File: config.mk
export PLATFORM = sky130hd
export DESIGN_NAME = hazard_ctrl
export DESIGN_NICKNAME = d
export VERILOG_FILES = /design/src/rtl/hazard_ctrl.sv
export SDC_FILE = /design/constraint.sdc
export NUM_CORES = 1
export LEC_CHECK = 0
export ABC_CLOCK_PERIOD_IN_PS = 2800
export CORE_MARGIN = 1
export CORE_UTILIZATION = 40
export CTS_CLUSTER_DIAMETER = 50
export DETAILED_ROUTE_END_ITERATION = 7
export HOLD_SLACK_MARGIN = 0.08
export PLACE_DENSITY_LB_ADDON = 0.1
export SYNTH_ARGS = -nofsm -noshare
export SYNTH_HDL_FRONTEND = slang
export SYNTH_SLANG_ARGS = --single-unit
File: constraint.sdc
create_clock -name clk -period 2.8 [get_ports clk]
set_input_delay 0.28 -clock clk [delete_from_list [all_inputs] [get_ports clk]]
set_output_delay 0.28 -clock clk [all_outputs]
set_load 0.005 [all_outputs]
File: src/rtl/hazard_ctrl.sv
// rtl/hazard_ctrl.sv - pipeline hazard/stall controller: load-use, IRAM structural, RAM wait, branch flush
// Stall/flush outputs are combinational; the FSM tracks RAM waits and latches a sticky timeout.
`ifndef ALU_A_OP_BUS
`define ALU_A_OP_BUS    2:0
`define ALU_A_OP_REGA   3'd1
`define ALU_A_OP_SP     3'd2
`define ALU_A_OP_T      3'd3
`endif
`ifndef ALU_B_OP_BUS
`define ALU_B_OP_BUS    1:0
`define ALU_B_OP_REGB   2'd1
`endif
`ifndef REG_OP_BUS
`define REG_OP_BUS      2:0
`define REG_OP_NOP      3'd0
`define REG_OP_REG      3'd1
`define REG_OP_SP       3'd2
`define REG_OP_T        3'd3
`define REG_OP_IH       3'd4
`endif
`ifndef WB_DATA_OP_BUS
`define WB_DATA_OP_BUS  1:0
`define WB_DATA_OP_ALU  2'd0
`define WB_DATA_OP_MEM  2'd1
`endif

module hazard_ctrl #(
  parameter int REG_ADDR_W = 4,
  parameter int WAIT_MAX   = 16,
  parameter int CNT_W      = 16
) (
  input  logic                    clk,
  input  logic                    rst,
  input  logic [REG_ADDR_W-1:0]   id_reg1_addr,
  input  logic [REG_ADDR_W-1:0]   id_reg2_addr,
  input  logic [`ALU_A_OP_BUS]    id_op1_mux_op,
  input  logic [`ALU_B_OP_BUS]    id_op2_mux_op,
  input  logic                    id_ih_read,
  input  logic [`REG_OP_BUS]      ieo_reg_op,
  input  logic [REG_ADDR_W-1:0]   ieo_wb_addr,
  input  logic [`WB_DATA_OP_BUS]  ieo_wb_data_op,
  input  logic                    branch_taken,
  input  logic                    emo_mem_req,
  input  logic                    emo_inst_space,
  input  logic                    ram_ready,
  output logic                    pc_stall,
  output logic                    ifid_stall,
  output logic                    idex_stall,
  output logic                    exmem_stall,
  output logic                    ifid_flush,
  output logic                    idex_flush,
  output logic                    exmem_flush,
  output logic                    mem_timeout,
  output logic [1:0]              hz_state,
  output logic [CNT_W-1:0]        stall_count
);

  typedef enum logic [1:0] {
    RUN      = 2'd0,
    MEM_WAIT = 2'd1,
    TIMEOUT  = 2'd2
  } state_t;

  localparam int WCNT_W = $clog2(WAIT_MAX + 1);
  localparam logic [WCNT_W-1:0] WAIT_LAST = WCNT_W'(WAIT_MAX - 1);

  state_t             state, next_state;
  logic [WCNT_W-1:0]  wait_cnt, next_wait_cnt;
  logic               next_timeout;
  logic               wait_req;
  logic               load_use;

  assign wait_req = emo_mem_req && !ram_ready && (state != TIMEOUT);

  // A load in EX whose destination the ID instruction consumes cannot be forwarded.
  always_comb begin
    load_use = 1'b0;
    if (ieo_wb_data_op == `WB_DATA_OP_MEM) begin
      case (ieo_reg_op)
        `REG_OP_REG: load_use =
            ((id_op1_mux_op == `ALU_A_OP_REGA) && (id_reg1_addr == ieo_wb_addr)) ||
            ((id_op2_mux_op == `ALU_B_OP_REGB) && (id_reg2_addr == ieo_wb_addr));
        `REG_OP_SP:  load_use = (id_op1_mux_op == `ALU_A_OP_SP);
        `REG_OP_T:   load_use = (id_op1_mux_op == `ALU_A_OP_T);
        `REG_OP_IH:  load_use = id_ih_read;
        default:     load_use = 1'b0;
      endcase
    end
  end

  always_comb begin
    pc_stall      = 1'b0;
    ifid_stall    = 1'b0;
    idex_stall    = 1'b0;
    exmem_stall   = 1'b0;
    ifid_flush    = 1'b0;
    idex_flush    = 1'b0;
    exmem_flush   = 1'b0;
    next_state    = state;
    next_wait_cnt = wait_cnt;
    next_timeout  = mem_timeout;

    if (!rst) begin
      if (wait_req) begin
        pc_stall    = 1'b1;
        ifid_stall  = 1'b1;
        idex_stall  = 1'b1;
        exmem_stall = 1'b1;
        exmem_flush = 1'b1;
        if (state == RUN) begin
          next_state    = MEM_WAIT;
          next_wait_cnt = WCNT_W'(1);
        end else if (wait_cnt == WAIT_LAST) begin
          next_state    = TIMEOUT;
          next_timeout  = 1'b1;
          next_wait_cnt = '0;
        end else begin
          next_wait_cnt = wait_cnt + 1'b1;
        end
      end else begin
        if (state == MEM_WAIT) begin
          next_state    = RUN;
          next_wait_cnt = '0;
        end
        // A branch coinciding with a structural stall stays in EX and is flushed next cycle.
        if (emo_mem_req && emo_inst_space) begin
          pc_stall    = 1'b1;
          ifid_stall  = 1'b1;
          idex_stall  = 1'b1;
          exmem_flush = 1'b1;
        end else if (branch_taken) begin
          ifid_flush = 1'b1;
          idex_flush = 1'b1;
        end else if (load_use) begin
          pc_stall   = 1'b1;
          ifid_stall = 1'b1;
          idex_flush = 1'b1;
        end
      end
    end
  end

  always_ff @(posedge clk) begin
    if (rst) begin
      state       <= RUN;
      wait_cnt    <= '0;
      mem_timeout <= 1'b0;
      stall_count <= '0;
    end else begin
      state       <= next_state;
      wait_cnt    <= next_wait_cnt;
      mem_timeout <= next_timeout;
      if (pc_stall && (stall_count != {CNT_W{1'b1}}))
        stall_count <= stall_count + 1'b1;
    end
  end

  assign hz_state = state;

endmodule

==> results of run 1 <==
-- sequential cells by signal, indices dropped and copies added (netlist names) --
register / count
stall_count: 16
wait_cnt: 5
hz_state: 2
mem_timeout: 1
-- cells in the final DEF, fill, tap and decap left out, types with 4 or more instances in the layout --
master / n
nor4_1: 6
o31ai_1: 4
or3_1: 8
a21oi_1: 13
buf_4: 7
a22oi_1: 4
nand3_1: 13
nor2b_1: 4
clkdlybuf4s50_1: 54
nor2_1: 19
xor2_1: 9
o21ai_0: 12
dfxtp_1: 24
inv_1: 6
nand2_1: 6
-- per-layer routing --
layer	GRT usage (%)	routed length [microns]
met1	25.97	1734
met2	38.82	1760
met3	4.202	204
met4	4.762	33
met5	0	0
-- worst max path at each step --
stage / from / cells past startpoint / slack, ps / to
floorplan: id_op1_mux_op[2] / 7 / 650 / stall_count[9]
global placement: id_op1_mux_op[0] / 8 / 60 / stall_count[8]
detailed placement: id_op1_mux_op[0] / 8 / 30 / stall_count[10]
CTS: id_op1_mux_op[0] / 6 / 60 / ifid_stall
global route: id_op1_mux_op[0] / 6 / 1 / ifid_stall
finish: ieo_reg_op[0] / 7 / 130 / idex_flush
-- power by group --
group | total (mW) | switching, mW | internal (mW)
clock network | 0.187 | 0.107 | 0.0797
registers | 0.348 | 0.00370 | 0.344
logic | 0.120 | 0.0479 | 0.0726
-- logic make-up (layout without fill, tap and decap cells) --
kind of cell | Yosys count | count (layout)
compound gates | 47 | 47
simple gates | 79 | 79
buf+inv | 13 | 72
mux | 2 | 2
flops | 24 | 24
fa+ha+maj | 2 | 2
xor+xnor | 10 | 10
-- layout make-up --
type	instances	area (sq um)	area share (%)
multi-input cells	140	877.1	42.03
repair buffers	62	613.1	29.38
flip-flops and latches	24	480.5	23.02
well taps	46	57.56	2.758
clock buffers	4	36.28	1.739
inverters	6	22.52	1.079
-- cells in the mapped netlist, types with 3 or more instances --
| cell type | n | area (sq um) |
|---|---|---|
| clkbuf_1 | 4 | 15.01 |
| nand2_1 | 6 | 22.52 |
| dfxtp_1 | 24 | 480.5 |
| nor2b_1 | 4 | 25.02 |
| a22oi_1 | 4 | 30.03 |
| a21oi_1 | 14 | 70.07 |
| nor4_1 | 6 | 37.54 |
| and3_1 | 3 | 18.77 |
| o31ai_1 | 4 | 30.03 |
| inv_1 | 6 | 22.52 |
| o21ai_0 | 12 | 60.06 |
| nor2_1 | 19 | 71.32 |
| xor2_1 | 9 | 78.83 |
| or3_1 | 8 | 50.05 |
| nand3_1 | 13 | 65.06 |
| or4_1 | 3 | 22.52 |
| nor3_1 | 3 | 15.01 |
-- repair_timing --
action	in CTS	in global routing
gates resized for setup	0	1
hold buffers	0	0
setup endpoints to repair	0	2
-- worst max-delay path, cell delays in order --
cell	delay [ps]
clkdlybuf4s50_1	470
or3b_1	390
nor4_1	300
a21oi_1	180
a21oi_1	150
o21a_1	120
clkdlybuf4s50_1	500
-- per-stage QoR --
stage               utilization (%)  total power, mW
global route                  62.05           0.6796
global placement              60.86           0.4726
finish                        62.05           0.6556
floorplan                         -           0.4010
detailed placement            60.86           0.4751
CTS                           61.94           0.6588
==> impl_results.md, run 1 <==
* Critical Path RT at 2520 ps
* Arr. time, crit path at 2390 ps
* Hold WC Path Type: flip-flop to flip-flop
* Cell Rows at 21
* Hold path endpoint: mem_timeout
* Die width at 61.40 microns
* Synth cell types at 46
* Part of the cycle the worst path needs at 95.53%
* Status: completed
* TritonCTS Buffers at 3
* Final net count at 268
* # diodes at 0
* Post-synthesis register bit count at 24
* Max FO, Critical Path at 3
* Unrepaired setup endpoints after global routing: no
* Adder-cell area share of the yosys netlist at 1.773%
* Placed cells at 278
* Mux share of post-synthesis cell area at 1.507%
* Initial core utilization at 41.96%
* Vias per std cell at 5.457
* Placer Congestion at 0.7315
* Slew margin rel. at 75.33%
* Synth Area in XOR/XNOR at 6.206%
* Post-Layout Cell Count at 282
* Post-route design area at 2087 sq um
* FMAX at 373.9 MHz
* Largest net degree at the start of global routing at 19
* Detail Placement HPWL at 2879 microns
* R2R Setup Slk at 540 ps
* Actual slew at the worst max-slew pin at 366.2 ps
* Drt first pass iters at 4
* Max Slew Vio Count at 0
* Setup Skew at 3.444 ps
* I/O Buffers at 54
* Die height at 61.40 microns
* Fin crit period at 2675 ps
* Cell count after synthesis at 177
* Hold Fails Final Rpt at 0
* Post-route ant nets at 0
* Clock root buffer: clkbuf_4
* Synth async-reset ratio at 0%
* Fillers at 338
* Pwr Density at 314.2 nW/um^2
* P_leak at 0.7275 nW
* CTS sink cnt at 24
* CTS Buffer Depth at 2
* GRT overflow at 0
* Layout area overhead at 47.87%
* Largest family of logic cells by synthesized area: simple AND/OR/NAND/NOR gates
* DP Worst Slack at 31.27 ps
* Worst setup path class: input pin to primary output
* Synthesized Nets at 208
* Register area share after synthesis at 34.04%
* Ys flop type: dfxtp_1
* Clock transition at the registers of the reported paths at 130 ps
* Crit path setup slack, layout at 125.2 ps
* Placed Area at 2047 sq um
* Number of synthesized flops with an enable pin at 0
* Setup repair bufs after CTS at 0
* Mapped Area at 1411 sq um
* Core box area at 3363 sq um
* Worst reg2reg path depth at 7
* Via count at 1539
* Htree depth at 1
* Hold path depth at 2
* Peak VDD IR at 0.3988 mV
* Number of global-route vias before repair at 1411
* Iteration-0 DRC Markers at 79
* Wire per inst at 13.23 microns
* Hold Startpoint: mem_timeout
* Die ar. at 3770 sq um
* Fraction of layout cells with a size suffix above 1 at 7.627%
* Total global-route track usage at 21.33%
* Worst Setup Start Kind: input pin
* Synth Area in Compound Gates at 21.54%
* Worst-skew pair later-pin latency at 320 ps
* Simple-gate area share of the yosys netlist at 30.85%
* Critical R2R Launch: hz_state[0]
* Max Cap Viol at 0
* Global-route wire length before repair at 6072 microns
* Critical Path Sink Type: primary output
* IO Count at 55
* Final WL at 3732 microns
* Setup violations, final at 0
* Avg Inst Size Synth at 7.974 sq um
* Synth warnings at 0
* CTS tree: built
* Worst hold slack at 505.3 ps
* Setup TNS Final at 0 ps
* Initial antenna violation count at 0
* FF-to-FF End: stall_count[10]
* Drt drc at 0
No activity file was read; power rests on OpenSTA's default activity.
==> run 2, diff against run 1 <==
--- a/config.mk
+++ b/config.mk
@@ -5,7 +5,8 @@
 export SDC_FILE = /design/constraint.sdc
 export NUM_CORES = 1
 export LEC_CHECK = 0
-export ABC_CLOCK_PERIOD_IN_PS = 2800
+export ABC_CLOCK_PERIOD_IN_PS = 3400
+export CAP_MARGIN = 40
 export CORE_MARGIN = 1
 export CORE_UTILIZATION = 40
 export CTS_CLUSTER_DIAMETER = 50
==> constraint.sdc (replaced) <==
create_clock -name clk -period 3.4 [get_ports clk]
set_input_delay 0.34 -clock clk [delete_from_list [all_inputs] [get_ports clk]]
set_output_delay 0.34 -clock clk [all_outputs]
set_load 0.005 [all_outputs]
==> impl_results.md, run 2 (same netlist as run 1, synthesis figures left out) <==
* Worst setup path class: input pin to primary output (unchanged)
* Largest net degree at the start of global routing at 20 (was 19)
* Critical Path RT at 3060 ps (was 2520 ps)
* R2R Setup Slk at 960 ps (was 540 ps)
* IO Count at 55 (unchanged)
* P_leak at 0.6924 nW (was 0.7275 nW)
* CTS Buffer Depth at 2 (unchanged)
* Critical Path Sink Type: primary output (unchanged)
* Critical R2R Launch: hz_state[0] (unchanged)
* Drt drc at 0 (unchanged)
* Unrepaired setup endpoints after global routing: no (unchanged)
* Slew margin rel. at 67.17% (was 75.33%)
* Worst-skew pair later-pin latency at 310 ps (was 320 ps)
* Htree depth at 1 (unchanged)
* Most common cell after layout, fill and taps aside: clkdlybuf4s50_1 (unchanged)
* Setup Skew at 11.66 ps (was 3.444 ps)
* Via count at 1518 (was 1539)
* Pwr Density at 259.0 nW/um^2 (was 314.2 nW/um^2)
* Post-CTS Resized at 0 (unchanged)
* Vias per std cell at 5.500 (was 5.457)
* Fillers at 342 (was 338)
* Hold Fails Final Rpt at 0 (unchanged)
* Most frequent cells in the layout: clkdlybuf4s50_1, dfxtp_1, nor2_1 (unchanged)
* CTS tree: built (unchanged)
* Reg with most FFs: stall_count (unchanged)
* Die ar. at 3770 sq um (unchanged)
* Total global-route track usage at 19.89% (was 21.33%)
* Post-route ant nets at 0 (unchanged)
* Wire per inst at 13.22 microns (was 13.23 microns)
* Detail Placement HPWL at 2858 microns (was 2879 microns)
* Worst Setup Start Kind: input pin (unchanged)
* Global-route wire length before repair at 5685 microns (was 6072 microns)
* Cell Rows at 21 (unchanged)
* Max Cap Viol at 0 (unchanged)
* Fraction of layout cells with a size suffix above 1 at 4.783% (was 7.627%)
* Final WL at 3648 microns (was 3732 microns)
* Max reg flops at 16 (unchanged)
* Setup violations, final at 0 (unchanged)
* Drt first pass iters at 4 (unchanged)
* Placer Congestion at 0.7847 (was 0.7315)
* # diodes at 0 (unchanged)
* FF-to-FF End: stall_count[8] (was stall_count[10])
* Iteration-0 DRC Markers at 71 (was 79)
* Part of the cycle the worst path needs at 87.45%
* TritonCTS Buffers at 3 (unchanged)
* Number of global-route vias before repair at 1355 (was 1411)
* Arr. time, crit path at 2630 ps (was 2390 ps)
* Post-cts hold buffer count at 0 (unchanged)
* Status: completed (unchanged)
* Max Slew Vio Count at 0 (unchanged)
* Peak VDD IR at 0.2517 mV (was 0.3988 mV)
* GRT overflow at 0 (unchanged)
* Worst reg2reg path depth at 7 (unchanged)
* Hold path endpoint: mem_timeout (unchanged)
* Initial antenna violation count at 0 (unchanged)
* Actual slew at the worst max-slew pin at 490.8 ps (was 366.2 ps)
* CTS sink cnt at 24 (unchanged)
* Fin crit period at 2973 ps
* Clock root buffer: clkbuf_4 (unchanged)
* Max FO, Critical Path at 5 (was 3)
* I/O Buffers at 54 (unchanged)
* Clock transition at the registers of the reported paths at 120 ps (was 130 ps)
* Fin util at 60.23% (was 62.05%)
* Initial core utilization at 41.96% (unchanged)
* Setup TNS Final at 0 ps (unchanged)
* Hold WC Path Type: flip-flop to flip-flop (unchanged)
* Layout area overhead at 43.53% (was 47.87%)
* Die height at 61.40 microns (unchanged)
* Hold path depth at 2 (unchanged)
* Die width at 61.40 microns (unchanged)
* FMAX at 336.3 MHz
* Core box area at 3363 sq um (unchanged)
* Hold Startpoint: mem_timeout (unchanged)
* Setup repair bufs after CTS at 0 (unchanged)
* Final net count at 262 (was 268)
## run 2: area by class of cell
type | instances | area, sq um | area share (%)
Clock buffer | 4 | 36.28 | 1.791
Sequential cell | 24 | 480.5 | 23.72
Multi-Input combinational cell | 140 | 873.3 | 43.11
Timing Repair Buffer | 56 | 555.5 | 27.42
Inverter | 6 | 22.52 | 1.112
Tap cell | 46 | 57.56 | 2.841
## run 2: worst max-delay path by stage
stage               cells after the start             start              to
floorplan                               7  id_op1_mux_op[2]  stall_count[9]
global placement                        8     ieo_reg_op[0]  stall_count[8]
detailed placement                      8     ieo_reg_op[0]  stall_count[8]
CTS                                     6     ieo_reg_op[0]        pc_stall
global route                            6     ieo_reg_op[0]      ifid_stall
finish                                  6     ieo_reg_op[0]      ifid_stall
## run 2: power by group
| group | leakage [nW] | switching [mW] | total [mW] | internal, mW |
|---|---|---|---|---|
| sequential | 0.194 | 0.00315 | 0.287 | 0.283 |
| combinational | 0.478 | 0.0376 | 0.0921 | 0.0545 |
| clock | 0.0210 | 0.0806 | 0.146 | 0.0653 |
| total | 0.692 | 0.121 | 0.525 | 0.403 |
## run 2: layer usage
| layer | GRT usage, % | wire [microns] |
|---|---|---|
| met5 | 0 | 0 |
| met4 | 4.444 | 24 |
| met3 | 3.782 | 173 |
| met2 | 34.78 | 1802 |
| met1 | 25.45 | 1647 |
## run 2: per-stage QoR
stage | power [mW] | std cells | hold WS (ps) | setup WS (ps) | cell area (sq um)
after floorplan | 0.3302 | 177 | 465.0 | 1193 | 1411
after global placement | 0.3833 | 272 | 456.6 | 466.6 | 1989
after detailed placement | 0.3849 | 272 | 471.9 | 349.0 | 1989
after CTS | 0.5320 | 276 | 506.2 | 445.6 | 2026
after global routing | 0.5514 | 276 | 547.0 | 297.5 | 2026
final | 0.5247 | 276 | 494.2 | 426.7 | 2026
## run 2: worst max-delay path: stages
cell	delay, ps
clkdlybuf4s50_1	550
or3b_1	410
nor4_1	330
a32oi_1	130
a21oi_1	310
clkdlybuf4s50_1	560
==> run 3, diff against run 2 <==
--- a/config.mk
+++ b/config.mk
@@ -7,8 +7,8 @@
 export LEC_CHECK = 0
 export ABC_CLOCK_PERIOD_IN_PS = 3400
 export CAP_MARGIN = 40
-export CORE_MARGIN = 1
 export CORE_UTILIZATION = 40
+export CTS_BUF_LIST = sky130_fd_sc_hd__clkbuf_16
 export CTS_CLUSTER_DIAMETER = 50
 export DETAILED_ROUTE_END_ITERATION = 7
 export HOLD_SLACK_MARGIN = 0.08
==> impl_results.md, run 3 (same netlist as run 1, synthesis figures left out) <==
* Fillers at 341 (was 342)
* Flop pwr share at 45.6% (was 54.6%)
* Multi-input combinational cell area at 873.3 sq um (unchanged)
* Post-Layout Cell Count at 276 (unchanged)
* CTS Buffer Depth at 2 (unchanged)
* Worst setup path class: input pin to primary output (unchanged)
* Peak VDD IR at 0.2862 mV (was 0.2517 mV)
* Number of global-route vias before repair at 1344 (was 1355)
* Drt first pass iters at 4 (unchanged)
* Most common cell after layout, fill and taps aside: clkdlybuf4s50_1 (unchanged)
* Register area at 480.5 sq um (unchanged)
* Part of the cycle the worst path needs at 87.47% (was 87.45%)
* Wire per inst at 13.26 microns (was 13.22 microns)
* IO Count at 55 (unchanged)
* CTS sink cnt at 24 (unchanged)
* Max Cap Viol at 0 (unchanged)
* Die width at 61.40 microns (unchanged)
* Arr. time, crit path at 2630 ps (about the same)
* Hold Fails Final Rpt at 0 (unchanged)
* Die ar. at 3770 sq um (unchanged)
* Pwr Density at 304.1 nW/um^2 (was 259.0 nW/um^2)
* Gate family responsible for the most delay along the worst path: buffers and inverters (unchanged)
* P_leak at 0.7100 nW (was 0.6924 nW)
* Sw Pwr at 0.1339 mW (was 0.1213 mW)
* Clk pwr share at 39.8% (was 27.8%)
* Switching share of total power at 21.29% (was 23.12%)
* Clock root buffer: clkbuf_16 (was clkbuf_4)
* TritonCTS Buffers at 3 (unchanged)
* Layout area overhead at 46.54% (was 43.53%)
* Fin crit period at 2974 ps (was 2973 ps)
* Initial antenna violation count at 0 (unchanged)
* Drt drc at 0 (unchanged)
* Placer Congestion at 0.7847 (unchanged)
* Via count at 1509 (was 1518)
* FMAX at 336.3 MHz (about the same)
* Post-CTS Resized at 0 (unchanged)
* Critical Path RT at 3060 ps (about the same)
* Slowest cell on crit path: clkdlybuf4s50_1 (unchanged)
* Critical Path Sink Type: primary output (unchanged)
* Cell Rows at 21 (unchanged)
* # diodes at 0 (unchanged)
* Worst-skew pair later-pin latency at 260 ps (was 310 ps)
* Most frequent CP cell: clkdlybuf4s50_1 (unchanged)
* Global-route wire length before repair at 5713 microns (was 5685 microns)
* Clock transition at the registers of the reported paths at 60 ps (was 120 ps)
* Placed cells at 272 (unchanged)
* Setup violations, final at 0 (unchanged)
* Int Power at 0.4951 mW (was 0.4034 mW)
* Post-route ant nets at 0 (unchanged)
* Final net count at 262 (unchanged)
* Unrepaired setup endpoints after global routing: no (unchanged)
* Setup TNS Final at 0 ps (unchanged)
* Crit path buf inv count at 2 (unchanged)
* Post-cts hold buffer count at 0 (unchanged)
* Detail Placement HPWL at 2858 microns (unchanged)
* Most frequent cells in the layout: clkdlybuf4s50_1, dfxtp_1, nor2_1 (unchanged)
* Worst Setup Start Kind: input pin (unchanged)
* Largest net degree at the start of global routing at 20 (unchanged)
* Combinational share of power at 14.6% (was 17.6%)
* Final WL at 3661 microns (was 3648 microns)
* Max FO, Critical Path at 5 (unchanged)
* Die height at 61.40 microns (unchanged)
* Reg with most FFs: stall_count (unchanged)
* Htree depth at 1 (unchanged)
* Max Slew Vio Count at 0 (unchanged)
* Fraction of layout cells with a size suffix above 1 at 4.348% (was 4.783%)
* Initial core utilization at 41.96% (unchanged)
* Max reg flops at 16 (unchanged)
* Iteration-0 DRC Markers at 55 (was 71)
* Status: completed (unchanged)
* Vias per std cell at 5.467 (was 5.500)
* Hold WC Path Type: flip-flop to flip-flop (unchanged)
* CP peak stage delay at 560 ps (about the same)
* I/O Buffers at 54 (unchanged)
* Slew margin rel. at 67.00% (was 67.17%)
* Worst hold slack at 479.5 ps (was 494.2 ps)
* GRT overflow at 0 (unchanged)
* R2R Setup Slk at 970 ps (was 960 ps)
* Setup repair bufs after CTS at 0 (unchanged)
* Total global-route track usage at 20.67% (was 19.89%)
* Setup Skew at 4.042 ps (was 11.66 ps)
* Core box area at 3363 sq um (unchanged)
* CTS tree: built (unchanged)
* Crit-path cells: clkdlybuf4s50_1 > or3b_1 > nor4_1 > a32oi_1 > a21oi_1 > clkdlybuf4s50_1 (unchanged)
* Actual slew at the worst max-slew pin at 493.4 ps (was 490.8 ps)
-- run 3: worst min-delay path: cells and delay by family, from the launching register on --
family           cells  cell delay, ps
DFF                  1             330
and+or+nand+nor      2             120
-- run 3: routing by layer --
layer / global-route usage (%) / routed length (microns)
met1: 25.96 / 1612
met2: 34.63 / 1772
met3: 3.782 / 202
met4: 9.206 / 74
met5: 0 / 0
-- run 3: cell type report --
type                            instances  area share (%)
Clock inverter                          1          0.1815
Sequential cell                        24           23.23
Inverter                                6           1.089
Clock buffer                            3           3.630
Tap cell                               46           2.783
Multi-Input combinational cell        140           42.23
Timing Repair Buffer                   56           26.86
-- run 3: metrics by stage --
step / power, mW / setup WS, ps / area, sq um / utilization (%)
after floorplan: 0.3302 / 1193 / 1411 / -
after global placement: 0.3833 / 466.6 / 1989 / 59.15
after detailed placement: 0.3849 / 349.0 / 1989 / 59.15
after CTS: 0.6367 / 445.4 / 2068 / 61.50
after global routing: 0.6555 / 297.4 / 2068 / 61.50
final: 0.6290 / 426.1 / 2068 / 61.50
-- run 3: power by group through the flow --
stage	Clock (mW)	Sequential, mW	Combinational, mW
floorplan	0	0.292	0.0378
global placement	0	0.293	0.0906
detailed placement	0	0.293	0.0920
CTS	0.258	0.287	0.0925
global route	0.269	0.287	0.0993
finish	0.250	0.287	0.0921
-- run 3: worst paths after layout --
kind	depth (start not counted)	startpoint	to
max	6	ieo_reg_op[0]	ifid_stall
min reg2reg	2	mem_timeout	mem_timeout
max reg2reg	7	hz_state[0]	stall_count[8]
min	2	mem_timeout	mem_timeout
